## src/rtl/pitch_pkg.sv

```systemverilog
// Shared definitions for the pitch core and its SDRAM bridge.
package pitch_pkg;

   localparam int SDRAM_WORD_W = 32;
   localparam int PITCH_ADDR_W = 23;
   localparam int ORPHAN_W     = 4;

   localparam logic [3:0]          SDRAM_BYTEENABLE = 4'hF;
   localparam logic [ORPHAN_W-1:0] ORPHAN_MAX       = 4'd15;
   localparam logic [ORPHAN_W-1:0] ORPHAN_ONE       = 4'd1;

   typedef enum logic [2:0] {
      ST_IDLE,
      ST_ISSUE,
      ST_WAIT_DATA,
      ST_RESP,
      ST_GAP
   } bridge_state_t;

   // Orphan read tracking: a timed-out read adds one (saturating), a stale
   // readdatavalid removes one; both in the same cycle cancel out.
   function automatic logic [ORPHAN_W-1:0] orphan_update(
      input logic [ORPHAN_W-1:0] cur,
      input logic                inc,
      input logic                dec
   );
      logic [ORPHAN_W-1:0] res;
      res = cur;
      if (inc && !dec) begin
         if (cur != ORPHAN_MAX) begin
            res = cur + ORPHAN_ONE;
         end
      end else if (dec && !inc) begin
         res = cur - ORPHAN_ONE;
      end
      return res;
   endfunction

endpackage

```

## src/rtl/pitch_sdram_timer.sv

```systemverilog
// Up-counter with synchronous clear and a terminal-count flag; it stops
// counting once the terminal value is reached.
module pitch_sdram_timer #(
   parameter int TERMINAL = 1023
) (
   input  logic i_clk,
   input  logic i_rst,
   input  logic load,
   input  logic enable,
   output logic terminal_count
);

   // The counter holds 0..TERMINAL-1; the flag marks the TERMINAL-th cycle.
   localparam int CNT_W = (TERMINAL > 1) ? $clog2(TERMINAL) : 1;
   localparam logic [CNT_W-1:0] CNT_LAST = CNT_W'(TERMINAL - 1);
   localparam logic [CNT_W-1:0] CNT_ONE  = CNT_W'(1);

   logic [CNT_W-1:0] count_reg;

   assign terminal_count = (count_reg == CNT_LAST);

   // Clear on load, otherwise advance while enabled until terminal.
   always_ff @(posedge i_clk) begin
      if (i_rst) begin
         count_reg <= '0;
      end else if (load) begin
         count_reg <= '0;
      end else if (enable && !terminal_count) begin
         count_reg <= count_reg + CNT_ONE;
      end
   end

endmodule

```

## src/rtl/pitch_sdram_bridge.sv

```systemverilog
// Turns each level-held pitch-core request into one Avalon-MM transaction
// and answers with a single-cycle finished pulse (plus data on reads).
module pitch_sdram_bridge
   import pitch_pkg::*;
#(
   parameter int          AVM_ADDR_W     = 25,
   parameter int unsigned BASE_WORD      = 0,
   parameter int          TIMEOUT_CYCLES = 1023
) (
   input  logic                    i_clk,
   input  logic                    i_rst,
   input  logic                    pitch_read,
   input  logic                    pitch_write,
   input  logic [PITCH_ADDR_W-1:0] pitch_addr,
   input  logic [SDRAM_WORD_W-1:0] pitch_writedata,
   output logic [SDRAM_WORD_W-1:0] pitch_readdata,
   output logic                    pitch_sdram_finished,
   output logic                    pitch_error,
   output logic [AVM_ADDR_W-1:0]   avm_address,
   output logic [3:0]              avm_byteenable,
   output logic                    avm_read,
   output logic                    avm_write,
   output logic [SDRAM_WORD_W-1:0] avm_writedata,
   input  logic [SDRAM_WORD_W-1:0] avm_readdata,
   input  logic                    avm_readdatavalid,
   input  logic                    avm_waitrequest
);

   localparam logic [AVM_ADDR_W-1:0] BASE_ADDR = AVM_ADDR_W'(BASE_WORD);

   bridge_state_t state_reg, state_next;

   logic [AVM_ADDR_W-1:0]   avm_address_reg, avm_address_next;
   logic [SDRAM_WORD_W-1:0] avm_writedata_reg, avm_writedata_next;
   logic                    avm_read_reg, avm_read_next;
   logic                    avm_write_reg, avm_write_next;
   logic [3:0]              avm_byteenable_reg;
   logic [SDRAM_WORD_W-1:0] readdata_reg, readdata_next;
   logic                    finished_reg, finished_next;
   logic                    error_reg, error_next;
   logic                    err_pending_reg, err_pending_next;
   logic [ORPHAN_W-1:0]     orphan_reg, orphan_next;

   logic                    orphan_inc;
   logic                    orphan_dec;
   logic                    timer_load;
   logic                    timer_enable;
   logic                    timer_tc;
   logic [AVM_ADDR_W-1:0]   mapped_addr;

   // Region offset; the sum wraps silently at the Avalon address width.
   assign mapped_addr  = BASE_ADDR + AVM_ADDR_W'(pitch_addr);
   assign timer_enable = (state_reg == ST_ISSUE) || (state_reg == ST_WAIT_DATA);
   // Any stale data strobe pays off one outstanding orphan, in every state.
   assign orphan_dec   = avm_readdatavalid && (orphan_reg != '0);

   pitch_sdram_timer #(
      .TERMINAL (TIMEOUT_CYCLES)
   ) u_timer (
      .i_clk          (i_clk),
      .i_rst          (i_rst),
      .load           (timer_load),
      .enable         (timer_enable),
      .terminal_count (timer_tc)
   );

   // Next-state and next-output logic for the single-outstanding bridge.
   always_comb begin
      state_next         = state_reg;
      avm_address_next   = avm_address_reg;
      avm_writedata_next = avm_writedata_reg;
      avm_read_next      = avm_read_reg;
      avm_write_next     = avm_write_reg;
      readdata_next      = readdata_reg;
      finished_next      = 1'b0;
      error_next         = 1'b0;
      err_pending_next   = err_pending_reg;
      orphan_inc         = 1'b0;
      timer_load         = 1'b0;

      case (state_reg)
         ST_IDLE: begin
            // Write wins a tie; a still-held read is picked up after GAP.
            if (pitch_write) begin
               avm_address_next   = mapped_addr;
               avm_writedata_next = pitch_writedata;
               avm_write_next     = 1'b1;
               err_pending_next   = 1'b0;
               timer_load         = 1'b1;
               state_next         = ST_ISSUE;
            end else if (pitch_read) begin
               avm_address_next   = mapped_addr;
               avm_read_next      = 1'b1;
               err_pending_next   = 1'b0;
               timer_load         = 1'b1;
               state_next         = ST_ISSUE;
            end
         end

         ST_ISSUE: begin
            if (!avm_waitrequest) begin
               avm_read_next  = 1'b0;
               avm_write_next = 1'b0;
               if (avm_write_reg) begin
                  state_next = ST_RESP;
               end else if (timer_tc) begin
                  // Read went out on the last allowed cycle: its data is
                  // still coming and must be swallowed later.
                  err_pending_next = 1'b1;
                  orphan_inc       = 1'b1;
                  state_next       = ST_RESP;
               end else begin
                  state_next = ST_WAIT_DATA;
               end
            end else if (timer_tc) begin
               avm_read_next    = 1'b0;
               avm_write_next   = 1'b0;
               err_pending_next = 1'b1;
               state_next       = ST_RESP;
            end
         end

         ST_WAIT_DATA: begin
            if (avm_readdatavalid && (orphan_reg == '0)) begin
               readdata_next = avm_readdata;
               state_next    = ST_RESP;
            end else if (timer_tc) begin
               err_pending_next = 1'b1;
               orphan_inc       = 1'b1;
               state_next       = ST_RESP;
            end
         end

         ST_RESP: begin
            finished_next = 1'b1;
            error_next    = err_pending_reg;
            state_next    = ST_GAP;
         end

         ST_GAP: begin
            state_next = ST_IDLE;
         end

         default: begin
            state_next = ST_IDLE;
         end
      endcase

      orphan_next = orphan_update(orphan_reg, orphan_inc, orphan_dec);
   end

   // State and registered outputs.
   always_ff @(posedge i_clk) begin
      if (i_rst) begin
         state_reg          <= ST_IDLE;
         avm_address_reg    <= '0;
         avm_writedata_reg  <= '0;
         avm_read_reg       <= 1'b0;
         avm_write_reg      <= 1'b0;
         avm_byteenable_reg <= SDRAM_BYTEENABLE;
         readdata_reg       <= '0;
         finished_reg       <= 1'b0;
         error_reg          <= 1'b0;
         err_pending_reg    <= 1'b0;
         orphan_reg         <= '0;
      end else begin
         state_reg          <= state_next;
         avm_address_reg    <= avm_address_next;
         avm_writedata_reg  <= avm_writedata_next;
         avm_read_reg       <= avm_read_next;
         avm_write_reg      <= avm_write_next;
         avm_byteenable_reg <= SDRAM_BYTEENABLE;
         readdata_reg       <= readdata_next;
         finished_reg       <= finished_next;
         error_reg          <= error_next;
         err_pending_reg    <= err_pending_next;
         orphan_reg         <= orphan_next;
      end
   end

   assign pitch_readdata       = readdata_reg;
   assign pitch_sdram_finished = finished_reg;
   assign pitch_error          = error_reg;
   assign avm_address          = avm_address_reg;
   assign avm_byteenable       = avm_byteenable_reg;
   assign avm_read             = avm_read_reg;
   assign avm_write            = avm_write_reg;
   assign avm_writedata        = avm_writedata_reg;

endmodule

```

## config.mk

```make
export PLATFORM = sky130hd
export DESIGN_NAME = pitch_sdram_bridge
export DESIGN_NICKNAME = d
export VERILOG_FILES = /design/src/rtl/pitch_pkg.sv /design/src/rtl/pitch_sdram_timer.sv /design/src/rtl/pitch_sdram_bridge.sv
export SDC_FILE = /design/constraint.sdc
export NUM_CORES = 1
export LEC_CHECK = 0
export BUFFER_PORTS_ARGS = -buffer_cell sky130_fd_sc_hd__buf_4
export CAP_MARGIN = 20
export CELL_PAD_IN_SITES_DETAIL_PLACEMENT = 1
export CELL_PAD_IN_SITES_GLOBAL_PLACEMENT = 1
export CORE_MARGIN = 5
export CORE_UTILIZATION = 25
export DETAILED_ROUTE_END_ITERATION = 16
export PLACE_DENSITY = 0.74
export SETUP_SLACK_MARGIN = 0.2
export SLEW_MARGIN = 10
export SYNTH_ARGS = -nofsm -noshare
export SYNTH_HDL_FRONTEND = slang
export SYNTH_SLANG_ARGS = --single-unit
```

## constraint.sdc

```tcl
create_clock -name i_clk -period 6.4 [get_ports i_clk]
set_input_delay 0.32 -clock i_clk [delete_from_list [all_inputs] [get_ports i_clk]]
set_output_delay 0.32 -clock i_clk [all_outputs]
set_load 0.01 [all_outputs]
```

Word-level counts from Yosys, hierarchy flattened:

Cells that the tools add are included.

* register bits: 111
* output and inout port bits: 97
* bits of input ports: 93

* $add $sub $neg: 3
* equality and inequality tests: 13
* reduce and logical (&&, ||, !) cells: 25
* mux-type cells: 36
* bitwise operators: 1

Operator list (count)
* 25-bit two-way mux: 2
* 1-bit two-way mux: 21
* 3-bit two-way mux: 5
* 4-bit two-way mux: 3
* 3-bit one-hot mux with 4 select lines: 1
* 10-bit by 1-bit adder with 10-bit output, second input constant: 1
* 10-bit == test, second input constant: 1
* 2-bit != test, second input constant: 4
* 2-bit AND reduction: 4
* 4-bit AND reduction: 2
* 3-bit by 2-bit == test with 1-bit output, second input constant: 2
* 3-bit != test, second input constant: 2
* 1-bit one-hot mux with 2 select lines: 3
* 2-bit nonzero test: 3
* 1-bit logical AND: 5
* 4-bit by 1-bit adder with 4-bit output, second input constant: 1
* 4-bit logical NOT: 1
* 4-bit != test, second input constant: 1
* 4-bit nonzero test: 1
* 2-bit OR reduction: 2
* 4-bit by 1-bit subtractor with 4-bit output, second input constant: 1
* 3-bit by 1-bit == test with 1-bit output, second input constant: 1
* 1-bit logical NOT: 3
* 3-bit logical NOT: 1
* other kinds (7): 7

Depth between registers and ports, before layout:

Gate-level depths: netlist of the first run.

* word-level depth: 9
* mapped depth: 11

Modules after synthesis:

From an unflattened synthesis of the first run, not the netlist that was laid out.

* cell total of the unflattened synthesis: 534
* area, all modules: 4300.4 µm²

Modules (own cells, without submodules)
* pitch_sdram_bridge: times used 1, cells an instance 473, area each 3774.9 µm²
* pitch_sdram_timer: times used 1, cells an instance 61, area each 525.5 µm²

Worst setup path after synthesis of the first run:

Ideal clock, no wire load.

* path type: register to register
* from: register state_reg[1]
* to: register orphan_reg[3]
* arrival: 2483 ps
* path buffers: 1
* slack: 3795 ps
* cell stages (with the launch flop): 10
* library setup time: 121 ps
* required time: 6279 ps
* cells stage by stage: dfxtp_1 -> buf_6 -> or4b_4 -> a211oi_2 -> o21ai_1 -> ha_1 -> a21o_1 -> a21oi_1 -> mux2i_1 -> mux2_4

* word-level cells in the longest chain between the ends: 6
* elaborated cells between the ends (all ways): 10
* those cells by class: eq/ne: 3; mux: 2; reduce/logical: 5

Ends and longest elaborated chain
* from (decl): RTL line pitch_sdram_bridge.sv:31 `bridge_state_t state_reg, state_next;`
* from (signal assigned): RTL line pitch_sdram_bridge.sv:167 `state_reg <= state_next;`
* 3-bit by 2-bit == test with 1-bit output / 3-bit by 1-bit == test with 1-bit output (equally long branches): RTL line pitch_sdram_bridge.sv:81 `case (state_reg)`
* 1-bit one-hot mux with 2 select lines *: RTL line pitch_sdram_bridge.sv:81
* 1-bit logical NOT: RTL line pitch_pkg.sv:33 `end else if (dec && !inc) begin`
* 1-bit logical AND: RTL line pitch_pkg.sv:33
* 2-bit nonzero test (no line)
* 2-bit AND reduction (no line)
* to (signal assigned): RTL line pitch_sdram_bridge.sv:177 `orphan_reg <= orphan_next;`
* to (decl): RTL line pitch_sdram_bridge.sv:42 `logic [ORPHAN_W-1:0] orphan_reg, orphan_next;`

Mark *: on every way between the ends. The rest lies on a longest branch, timed or not.
A chain may end at the register's enable or synchronous reset.

Worst setup path in the final report of the first run:

* from: register state_reg[0]
* to: register orphan_reg[3]

Same word-level chain as after synthesis.

==> impl_metrics.json, run 1 <==
{
  "htreeDepth": 3,
  "post-cts-setup-buffer-count": 0,
  "grt_pass1_vias": 3836,
  "critPathKind": "reg -> reg",
  "r2r-end": "orphan_reg[3]$_SDFFE_PP0P_",
  "grt.overflow.total": 0,
  "io_pins": 190,
  "clock-sinks": 109,
  "crit_buf_inv": 0,
  "report.final.slew_viol_count": 0,
  "drtAntennaViolNets": 0,
  "setup_viol": 0,
  "final_nets": 779,
  "slowest_delay_ns": 0.53,
  "hold_path_depth": 3,
  "min_from": "pitch_writedata[25]",
  "setup_tns_ns": 0,
  "cap_violations": 0,
  "fp.dieH_um": 139,
  "grt_start_max_net_pins": 57,
  "crit_slowest_cell": "or4b_4",
  "leakagePower_nw": 2.54,
  "pwr-share-comb_pct": 20.3,
  "dp_hpwl_um": 9030,
  "antenna_cells": 0,
  "synth-seq-area-share_pct": 52.3,
  "outcome": "complete, no violations",
  "core_region_area_um2": 16500,
  "r2r_slack_ns": 3.64,
  "wire_per_inst_um": 13.7,
  "fp-row-count": 47,
  "path_cells": "or4b_4 > a211oi_2 > o21ai_1 > ha_1 > a21o_1 > a21oi_1 > mux2i_1 > mux2_4",
  "dp_cells": 890,
  "synth_area_per_cell_um2": 8.07,
  "worst_pin_slew_ns": 0.815,
  "syn-cell-area_um2": 4170,
  "die_area_um2": 19400,
  "fin_hold_ws_ns": 0.216,
  "p_switching_mw": 0.450,
  "cts_resized": 0,
  "rsz0062_at_grt": "no",
  "max_slew_margin_pct": 45.7,
  "drive_gt1_share_pct": 30.6,
  "synth_edf_count": 0,
  "grt_antenna_before_repair": 0,
  "cts_tree": "done",
  "seqPwrFrac_pct": 47.1,
  "ys.flop_type": "dfxtp_1",
  "netlist_instances": 517,
  "path_max_fanout": 9,
  "critPathLaunchType": "flop",
  "place.port_buffers": 183,
  "period_share_pct": 43.1,
  "finClkSkew_ns": 0.00952,
  "end_kind": "flop",
  "gp_congestion": 0.725,
  "vdd_drop_max_v": 0.000187,
  "ys_types": 41,
  "final_cells": 906,
  "clk_pin_slew_ns": 0.07,
  "critPathRequiredTime_ns": 6.63,
  "cts-hold-fix-buffers": 0,
  "cts.path.max_buffers": 2,
  "fin_area_um2": 5980,
  "crit-reg2reg-launch": "state_reg[0]$_SDFFE_PP0N_",
  "hp-class": "in -> reg",
  "ys.warnings.count": 0,
  "drc": 0,
  "numCtsBuffers": 9,
  "nFillCells": 2006,
  "viasPerCell": 4.38,
  "hold_viol_final": 0,
  "clock.fmax_ghz": 0.363,
  "routed_wl_um": 12400,
  "die_w_um": 139,
  "powerDensity_nw_per_um2": 272,
  "synthArstFlopShare_pct": 0,
  "r2r_cells": 8,
  "dr_total_vias": 3965,
  "power.share.clock_pct": 32.5,
  "drt_iter0_markers": 112,
  "switching_share_pct": 27.6,
  "cp_top_family": "compound AO/OA/AOI/OAI gates",
  "layout_min_cycle_time_ns": 2.76,
  "post-route-util_pct": 36.3,
  "dr.pass1.iters": 4,
  "holdPathEnd": "avm_writedata[25]$_SDFFE_PP0P_",
  "dpl_cell_area_um2": 5700,
  "clk_latency_ns": 0.34,
  "grt_pass1_wl_um": 20100,
  "initial_core_util_pct": 25.3,
  "internal-power_mw": 1.18,
  "grt.total_usage_pct": 12.6,
  "root_buffer": "clkbuf_16",
  "crit_arrival_ns": 2.99,
  "synth-seq-cells": 109,
  "syn_to_final_growth_pct": 43.5
}
==> layer usage <==
layer	up-vias	GRT usage [%]	part of all wire [%]	wire (um)
li1	2015	-	-	-
met1	1805	14.7	43	5370
met2	135	20.2	45	5640
met3	10	7.00	10	1300
met4	0	3.24	0.81	101
met5	-	0	0	0
==> cells in the mapped netlist, drive strengths merged (2+ instances only) <==
cell      n  share of area, %
a211oi    5               1.1
nor4      4              0.60
mux2i     2              0.48
nor2b     2              0.30
nand2b    4              0.60
nor3b     3              0.66
xnor2     3              0.63
and4      3              0.63
nor2     17               1.5
conb      2              0.18
o21ai     5              0.60
nand3     3              0.36
a21oi    92                11
nand2   179                16
dfxtp   109                52
clkbuf   28               2.5
buf      13               2.0
and3      3              0.45
xor2      8               1.7
nor3      6              0.72
nand4     4              0.60
ha        4               1.2
a21o      2              0.36
inv       5              0.45
==> layout make-up <==
cell class	count	area [um2]	share of cell area (%)
tap	220	275	4.60
inverter	5	18.8	0.314
timing repair buffer	190	1430	23.8
clock inverter	2	17.5	0.293
clock buffer	14	264	4.41
sequential	109	2180	36.5
multi-input combinational	366	1800	30.1
==> cell families (layout without fill, tap and decap cells) <==
kind of cell             count (synthesis)  in the layout  share of synthesized area [%]
AO/OA/AOI/OAI                          109            109                           14.3
other                                    2              6                          0.180
flip-flops                             109            109                           52.3
buffers and inverters                   46            211                           4.98
AND/OR/NAND/NOR                        232            232                           23.4
XOR/XNOR                                11             11                           2.31
adder cells (fa/ha/maj)                  5              5                           1.68
multiplexers                             3              3                          0.840
==> cell usage in the layout, fill, tap and decap left out, types with 5 or more instances in the layout <==
cell       Yosys  final
nor3_1         6      5
xor2_1         8      8
buf_4          6    190
dfxtp_1      109    109
nor2_1        17     17
a21oi_1       92     92
inv_1          5      5
conb_1         2      6
nand2_1      179    179
clkbuf_16      0      9
==> worst min-delay path, delay by kind of cell <==
| kind | cells | cell delay [ns] |
|---|---|---|
| compound gates | 1 | 0.05 |
| buf+inv | 1 | 0.11 |
| simple gates | 1 | 0.04 |
==> worst max-delay path by stage <==
stage / start / endpoint / slack, ns / cells past startpoint
floorplan: state_reg[1]$_SDFFE_PP0N_ / orphan_reg[3]$_SDFFE_PP0P_ / 3.80 / 9
global placement: state_reg[0]$_SDFFE_PP0N_ / orphan_reg[3]$_SDFFE_PP0P_ / 3.69 / 8
detailed placement: state_reg[0]$_SDFFE_PP0N_ / orphan_reg[3]$_SDFFE_PP0P_ / 3.66 / 8
CTS: state_reg[0]$_SDFFE_PP0N_ / orphan_reg[3]$_SDFFE_PP0P_ / 3.63 / 8
global route: state_reg[0]$_SDFFE_PP0N_ / orphan_reg[3]$_SDFFE_PP0P_ / 3.49 / 8
finish: state_reg[0]$_SDFFE_PP0N_ / orphan_reg[3]$_SDFFE_PP0P_ / 3.64 / 8
==> power by group through the flow <==
stage,clock [mW],combinational (mW),sequential [mW]
after floorplan,0,0.182,0.791
after global placement,0,0.337,0.779
after detailed placement,0,0.338,0.784
after CTS,0.565,0.339,0.768
after global routing,0.584,0.373,0.775
final,0.530,0.331,0.768
==> metrics by stage <==
stage               power (mW)  setup WS [ns]
floorplan                0.973           3.80
global placement          1.12           3.69
detailed placement        1.12           3.66
CTS                       1.67           3.63
global route              1.73           3.49
finish                    1.63           3.64
Power figures use the tool's default switching activity.
==> inputs of run 2 (changes only) <==
--- a/config.mk
+++ b/config.mk
@@ -5,6 +5,7 @@
 export SDC_FILE = /design/constraint.sdc
 export NUM_CORES = 1
 export LEC_CHECK = 0
+export ABC_AREA = 1
 export BUFFER_PORTS_ARGS = -buffer_cell sky130_fd_sc_hd__buf_4
 export CAP_MARGIN = 20
 export CELL_PAD_IN_SITES_DETAIL_PLACEMENT = 1
@@ -12,7 +13,7 @@
 export CORE_MARGIN = 5
 export CORE_UTILIZATION = 25
 export DETAILED_ROUTE_END_ITERATION = 16
-export PLACE_DENSITY = 0.74
+export PLACE_DENSITY = 0.75
 export SETUP_SLACK_MARGIN = 0.2
 export SLEW_MARGIN = 10
 export SYNTH_ARGS = -nofsm -noshare
==> constraint.sdc (replaced) <==
create_clock -name i_clk -period 2.8 [get_ports i_clk]
set_input_delay 0.14 -clock i_clk [delete_from_list [all_inputs] [get_ports i_clk]]
set_output_delay 0.14 -clock i_clk [all_outputs]
set_load 0.01 [all_outputs]
==> run 2 against run 1 <==
  * Via count grew 6.8%
  * Clock skew grew 0.0015 ns
  * Cell count grew 5.2%
  * Die area grew 2.6%
  * Cell area grew 2.8%
  * Sequential share of layout area shrank 0.99 points
  * Synthesized cell count grew 8.1%
  * Sequential power grew 130%
  * Global-route usage grew 0.65 points
  * Critical path type unchanged
  * Critical endpoint unchanged
  * Largest cell class unchanged
  * Highest routed layer unchanged
==> impl_metrics.json, run 2 <==
{
  "grt_antenna_before_repair": 0,
  "worst_pin_slew_ns": 0.506,
  "dp_hpwl_um": 9890,
  "dr.pass1.iters": 4,
  "rsz0062_at_grt": "no",
  "grt.overflow.total": 0,
  "ys_types": 32,
  "cts_tree": "done",
  "end_kind": "flop",
  "die_w_um": 141,
  "io_pins": 190,
  "clk_pin_slew_ns": 0.08,
  "fp-row-count": 47,
  "cts.path.max_buffers": 2,
  "mostFrequentLayoutCell": "buf_4",
  "hold_viol_final": 0,
  "core_region_area_um2": 16700,
  "max_slew_margin_pct": 66.3,
  "wire_per_inst_um": 14.2,
  "r2r_slack_ns": 0.52,
  "htreeDepth": 3,
  "switching_share_pct": 28.2,
  "powerDensity_nw_per_um2": 616,
  "critPathKind": "reg -> reg",
  "synthArstFlopShare_pct": 0,
  "place.port_buffers": 183,
  "numCtsBuffers": 9,
  "yosysMostFrequentCell": "dfxtp_1",
  "setup_viol": 0,
  "internal-power_mw": 2.72,
  "power.share.clock_pct": 34.0,
  "netlist_instances": 559,
  "synth-seq-area-share_pct": 50.9,
  "final_nets": 826,
  "routed_wl_um": 13600,
  "clk_latency_ns": 0.35,
  "post-route-util_pct": 36.8,
  "place_ws_ns": 0.424,
  "syn_to_final_growth_pct": 43.6,
  "drc": 0,
  "gp_congestion": 0.789,
  "antenna_cells": 0,
  "grt_start_max_net_pins": 49,
  "setup_tns_ns": 0,
  "drt_iter0_markers": 142,
  "period_share_pct": 81.3,
  "cap_violations": 0,
  "grt_pass1_vias": 4300,
  "dr_total_vias": 4234,
  "crit_arrival_ns": 2.52,
  "leakagePower_nw": 2.71,
  "critPathRequiredTime_ns": 3.04,
  "fp.dieH_um": 141,
  "drive_gt1_share_pct": 30.4,
  "root_buffer": "clkbuf_16",
  "seqPwrFrac_pct": 46.0,
  "pwr-share-comb_pct": 20.0,
  "yosys-top-cells-count": "109 x dfxtp_1, 78 x nor2_1, 69 x nand2_1, 67 x a21oi_1, 60 x o21ai_0",
  "drtAntennaViolNets": 0,
  "critPathLaunchType": "flop",
  "grt.total_usage_pct": 13.3,
  "vdd_drop_max_v": 0.000367,
  "clock-sinks": 109,
  "layout_common_cells": "190 x buf_4, 109 x dfxtp_1, 78 x nor2_1, 69 x nand2_1, 67 x a21oi_1",
  "clock.fmax_ghz": 0.439,
  "syn-cell-area_um2": 4290,
  "die_area_um2": 19900,
  "grt_pass1_wl_um": 21600,
  "synth_area_per_cell_um2": 7.67,
  "path_max_fanout": 4,
  "synth-seq-cells": 109,
  "ys.flop_type": "dfxtp_1",
  "synth_edf_count": 0,
  "synthTopCellsByArea": "dfxtp_1 51%, a21oi_1 7.8%, o21ai_0 7.0%",
  "netlist.top_cell.by_area": "dfxtp_1",
  "fin_ws_ns": 0.525,
  "layout_min_cycle_time_ns": 2.28,
  "finClkSkew_ns": 0.0110,
  "outcome": "complete, no violations",
  "report.final.slew_viol_count": 0,
  "initial_core_util_pct": 25.7,
  "synth_top_area_share_pct": 50.9,
  "post-cts-setup-buffer-count": 0,
  "cts-hold-fix-buffers": 0,
  "viasPerCell": 4.44,
  "ys.warnings.count": 0,
  "fin_hold_ws_ns": 0.0392,
  "p_switching_mw": 1.07,
  "hp-class": "in -> reg"
}
[run 2: worst max-delay path, stage by stage, from the launching register on]
cell	delay [ns]
dfxtp_1	0.34
inv_1	0.09
ha_1	0.20
nand3_1	0.10
nor3_2	0.17
nand3_1	0.20
ha_1	0.37
and3_1	0.18
nor2_1	0.12
nand4_1	0.14
nand2_1	0.10
nor2_1	0.05
nor2_1	0.08
nor2_1	0.05
[run 2: layout make-up]
class / count / area, um2
tap: 220 / 275
multi-input combinational: 366 / 1760
clock inverter: 5 / 60.1
inverter: 51 / 191
clock buffer: 11 / 233
timing repair buffer: 191 / 1450
sequential: 109 / 2180
fill: 2066 / 10500
[run 2: power by group through the flow]
stage / clock network, mW / registers [mW] / logic [mW]
floorplan: 0 / 1.83 / 0.335
global placement: 0 / 1.77 / 0.767
detailed placement: 0 / 1.78 / 0.774
CTS: 1.36 / 1.74 / 0.777
global route: 1.42 / 1.76 / 0.843
finish: 1.29 / 1.74 / 0.757
[run 2: logic make-up after synthesis]
kind of cell             count (synthesis)  share of synthesized area (%)
AND/OR/NAND/NOR                        219                           22.4
flip-flops                             109                           50.9
AO/OA/AOI/OAI                          133                           15.8
other                                    2                          0.175
adder cells (fa/ha/maj)                  5                           1.64
buffers and inverters                   88                           8.47
XOR/XNOR                                 3                          0.613
[run 2: metrics by stage]
step | instance area (um2) | cells | power [mW]
after floorplan | 4300 | 563 | 2.16
after global routing | 6150 | 953 | 4.02
after global placement | 5850 | 937 | 2.54
after detailed placement | 5850 | 937 | 2.55
after CTS | 6150 | 953 | 3.88
final | 6150 | 953 | 3.79
[run 2: final timing paths]
check,start,cells past startpoint,to
setup / recovery,u_timer.count_reg[0]$_SDFFE_PP0P_,13,orphan_reg[3]$_SDFFE_PP0P_
hold / removal,avm_readdata[20],3,pitch_readdata[20]$_SDFFE_PP0P_
setup reg to reg,u_timer.count_reg[0]$_SDFFE_PP0P_,13,orphan_reg[3]$_SDFFE_PP0P_
hold reg to reg,err_pending_reg$_SDFFE_PP0P_,2,pitch_error$_SDFF_PP0_
[run 2: per-layer routing]
| metal | routed length, um | track usage, % | part of all wire (%) |
|---|---|---|---|
| met2 | 6540 | 22.6 | 48 |
| met4 | 86 | 2.91 | 0.63 |
| met1 | 5850 | 16.1 | 43 |
| met3 | 1080 | 5.01 | 8.0 |
| met5 | 0 | 0 | 0 |
[run 2: timing repair]
item	4_1_cts	5_1_grt
setup endpoints to repair	0	1
resized for setup	0	1
hold endpoints to repair	0	0
==> inputs of run 3 (changes only) <==
==> constraint.sdc (replaced) <==
create_clock -name i_clk -period 2.3 [get_ports i_clk]
set_input_delay 0.115 -clock i_clk [delete_from_list [all_inputs] [get_ports i_clk]]
set_output_delay 0.115 -clock i_clk [all_outputs]
set_load 0.01 [all_outputs]
==> run 3 against run 2 <==
  * Cell area rose by 2.4%
  * Sequential power increased by 22%
  * Setup slack worse by 0.25 ns
  * Cell count up 0.94%
  * Count of clock-buffer cells in the layout increased by 1
  * Routed wire length increased by 2.4%
  * Non-clock buffer count rose by 10
  * Clock skew down 0.00074 ns
  * Sequential share of layout area is 0.72 points lower
  * Flip-flop and latch count unchanged
  * Core utilization is 0.89 points higher
  * Critical path depth is the same
==> impl_metrics.json, run 3 (same netlist as run 2, synthesis figures left out) <==
{
  "r2r_slack_ns": 0.28,
  "outcome": "complete, no violations",
  "seqPwrFrac_pct": 47.1,
  "drc": 0,
  "layout_common_cells": "200 x buf_4, 105 x dfxtp_1, 75 x nor2_1, 67 x a21oi_1, 64 x nand2_1",
  "path_max_fanout": 3,
  "report.final.slew_viol_count": 0,
  "grt_pass1_wl_um": 21600,
  "cts-hold-fix-buffers": 0,
  "finalPower_mw": 4.50,
  "grt_start_max_net_pins": 47,
  "grt_antenna_before_repair": 0,
  "place.port_buffers": 183,
  "r2r-end": "orphan_reg[3]$_SDFFE_PP0P_",
  "end_kind": "flop",
  "clock-sinks": 109,
  "fin_ws_ns": 0.278,
  "met3_usage_pct": 4.61,
  "clk_latency_ns": 0.35,
  "p_switching_mw": 1.29,
  "dr_total_vias": 4321,
  "clk_pin_slew_ns": 0.07,
  "leakagePower_nw": 2.76,
  "grt_pass1_vias": 4286,
  "root_buffer": "clkbuf_16",
  "power.share.clock_pct": 31.6,
  "r2r_cells": 13,
  "multi_input_area_um2": 1860,
  "crit_path_end": "orphan_reg[3]$_SDFFE_PP0P_",
  "numCtsBuffers": 9,
  "setup_viol": 0,
  "pwr-share-comb_pct": 21.3,
  "clock.fmax_ghz": 0.495,
  "final_nets": 836,
  "viasPerCell": 4.49,
  "startpoint": "u_timer.count_reg[0]$_SDFFE_PP0P_",
  "htreeDepth": 3,
  "drtAntennaViolNets": 0,
  "core_region_area_um2": 16700,
  "grt_busiest_layer": "met2",
  "critPathLaunchType": "flop",
  "post-route-util_pct": 37.7,
  "fin_hold_ws_ns": 0.0207,
  "finClkSkew_ns": 0.0102,
  "regArea_um2": 2190,
  "die_area_um2": 19900,
  "period_share_pct": 87.9,
  "internal-power_mw": 3.21,
  "layout_min_cycle_time_ns": 2.02,
  "grt_util_met1_pct": 15.7,
  "cts.path.max_buffers": 2,
  "syn_to_final_growth_pct": 47.0,
  "rsz0062_at_grt": "yes",
  "setup_tns_ns": 0,
  "antenna_cells": 0,
  "grt.total_usage_pct": 13.4,
  "place_ws_ns": -0.0122,
  "final_cells": 962,
  "cap_violations": 0,
  "grt.overflow.total": 0,
  "drt_iter0_markers": 142,
  "powerDensity_nw_per_um2": 715,
  "switching_share_pct": 28.7,
  "crit-reg2reg-launch": "u_timer.count_reg[0]$_SDFFE_PP0P_",
  "die_w_um": 141,
  "dp_cells": 940,
  "hp-class": "in -> reg",
  "cts_tree": "done",
  "dpl_cell_area_um2": 5880,
  "io_pins": 190,
  "fin_area_um2": 6300,
  "fp-row-count": 47,
  "nFillCells": 2088,
  "critPathRequiredTime_ns": 2.54,
  "dp_hpwl_um": 10000,
  "fp.dieH_um": 141,
  "wire_per_inst_um": 14.4,
  "dr.pass1.iters": 4,
  "hold_viol_final": 0,
  "drive_gt1_share_pct": 33.8,
  "crit_arrival_ns": 2.26,
  "routed_wl_um": 13900,
  "vdd_drop_max_v": 0.000332,
  "critPathKind": "reg -> reg",
  "globalRouteMet2Util_pct": 22.9,
  "gp_congestion": 0.796,
  "initial_core_util_pct": 25.7,
  "mostFrequentLayoutCell": "buf_4"
}
==> run 3: cell types whose count changed in the layout (fill, tap and decap cells not counted), sizes merged <==
| cell | previous run | this run |
|---|---|---|
| clkinvlp | 1 | 2 |
| buf | 191 | 201 |
| clkbuf | 11 | 12 |
| bufinv | 1 | 0 |
| inv | 52 | 51 |
| clkinv | 2 | 1 |
==> run 3: layout make-up <==
type | count | share of cell area, %
clock buffers | 12 | 3.75
clock inverters | 3 | 0.377
inverters | 51 | 3.04
multi-input cells | 366 | 29.6
flip-flops and latches | 109 | 34.7
well taps | 220 | 4.37
repair buffers | 201 | 24.1
==> run 3: worst min path at each step <==
stage,from,to,slack (ns),cells past startpoint
2_1_floorplan,pitch_writedata[10],avm_writedata[10]$_SDFFE_PP0P_,0.28,2
3_3_place_gp,avm_readdata[21],pitch_readdata[21]$_SDFFE_PP0P_,0.37,3
3_5_place_dp,avm_readdata[10],pitch_readdata[10]$_SDFFE_PP0P_,0.38,3
4_1_cts,avm_readdata[8],pitch_readdata[8]$_SDFFE_PP0P_,0.001,3
5_1_grt,avm_readdata[8],pitch_readdata[8]$_SDFFE_PP0P_,0.02,3
6_report,avm_readdata[9],pitch_readdata[9]$_SDFFE_PP0P_,0.02,3
==> run 3: repair_timing <==
item,4_1_cts,5_1_grt
pin swaps,6,12
resized for setup,14,13
setup endpoints to repair,2,2
setup buffers,4,3
==> run 3: per-layer routing <==
layer / vias to the layer above / share of wire [%]
met5: - / 0
li1: 2164 / -
met2: 114 / 48
met4: 0 / 1.3
met1: 2030 / 43
met3: 13 / 7.7
==> run 3: power groups by stage <==
stage / clock network (mW) / logic (mW) / registers (mW)
2_1_floorplan: 0 / 0.408 / 2.23
3_3_place_gp: 0 / 0.945 / 2.16
3_5_place_dp: 0 / 0.957 / 2.17
4_1_cts: 1.50 / 0.973 / 2.12
5_1_grt: 1.57 / 1.06 / 2.14
6_report: 1.42 / 0.959 / 2.12
==> run 3: worst max-delay path, cell delays in order (launching register included) <==
cell and delay, ns:
dfxtp_2 0.32, inv_2 0.07, ha_4 0.15, nand3_4 0.08, nor3_4 0.24, nand3_4 0.14, ha_4 0.28, and3_4 0.18
nor2_4 0.08, nand4_1 0.12, nand2_1 0.09, nor2_1 0.04, nor2_1 0.08, nor2_1 0.04
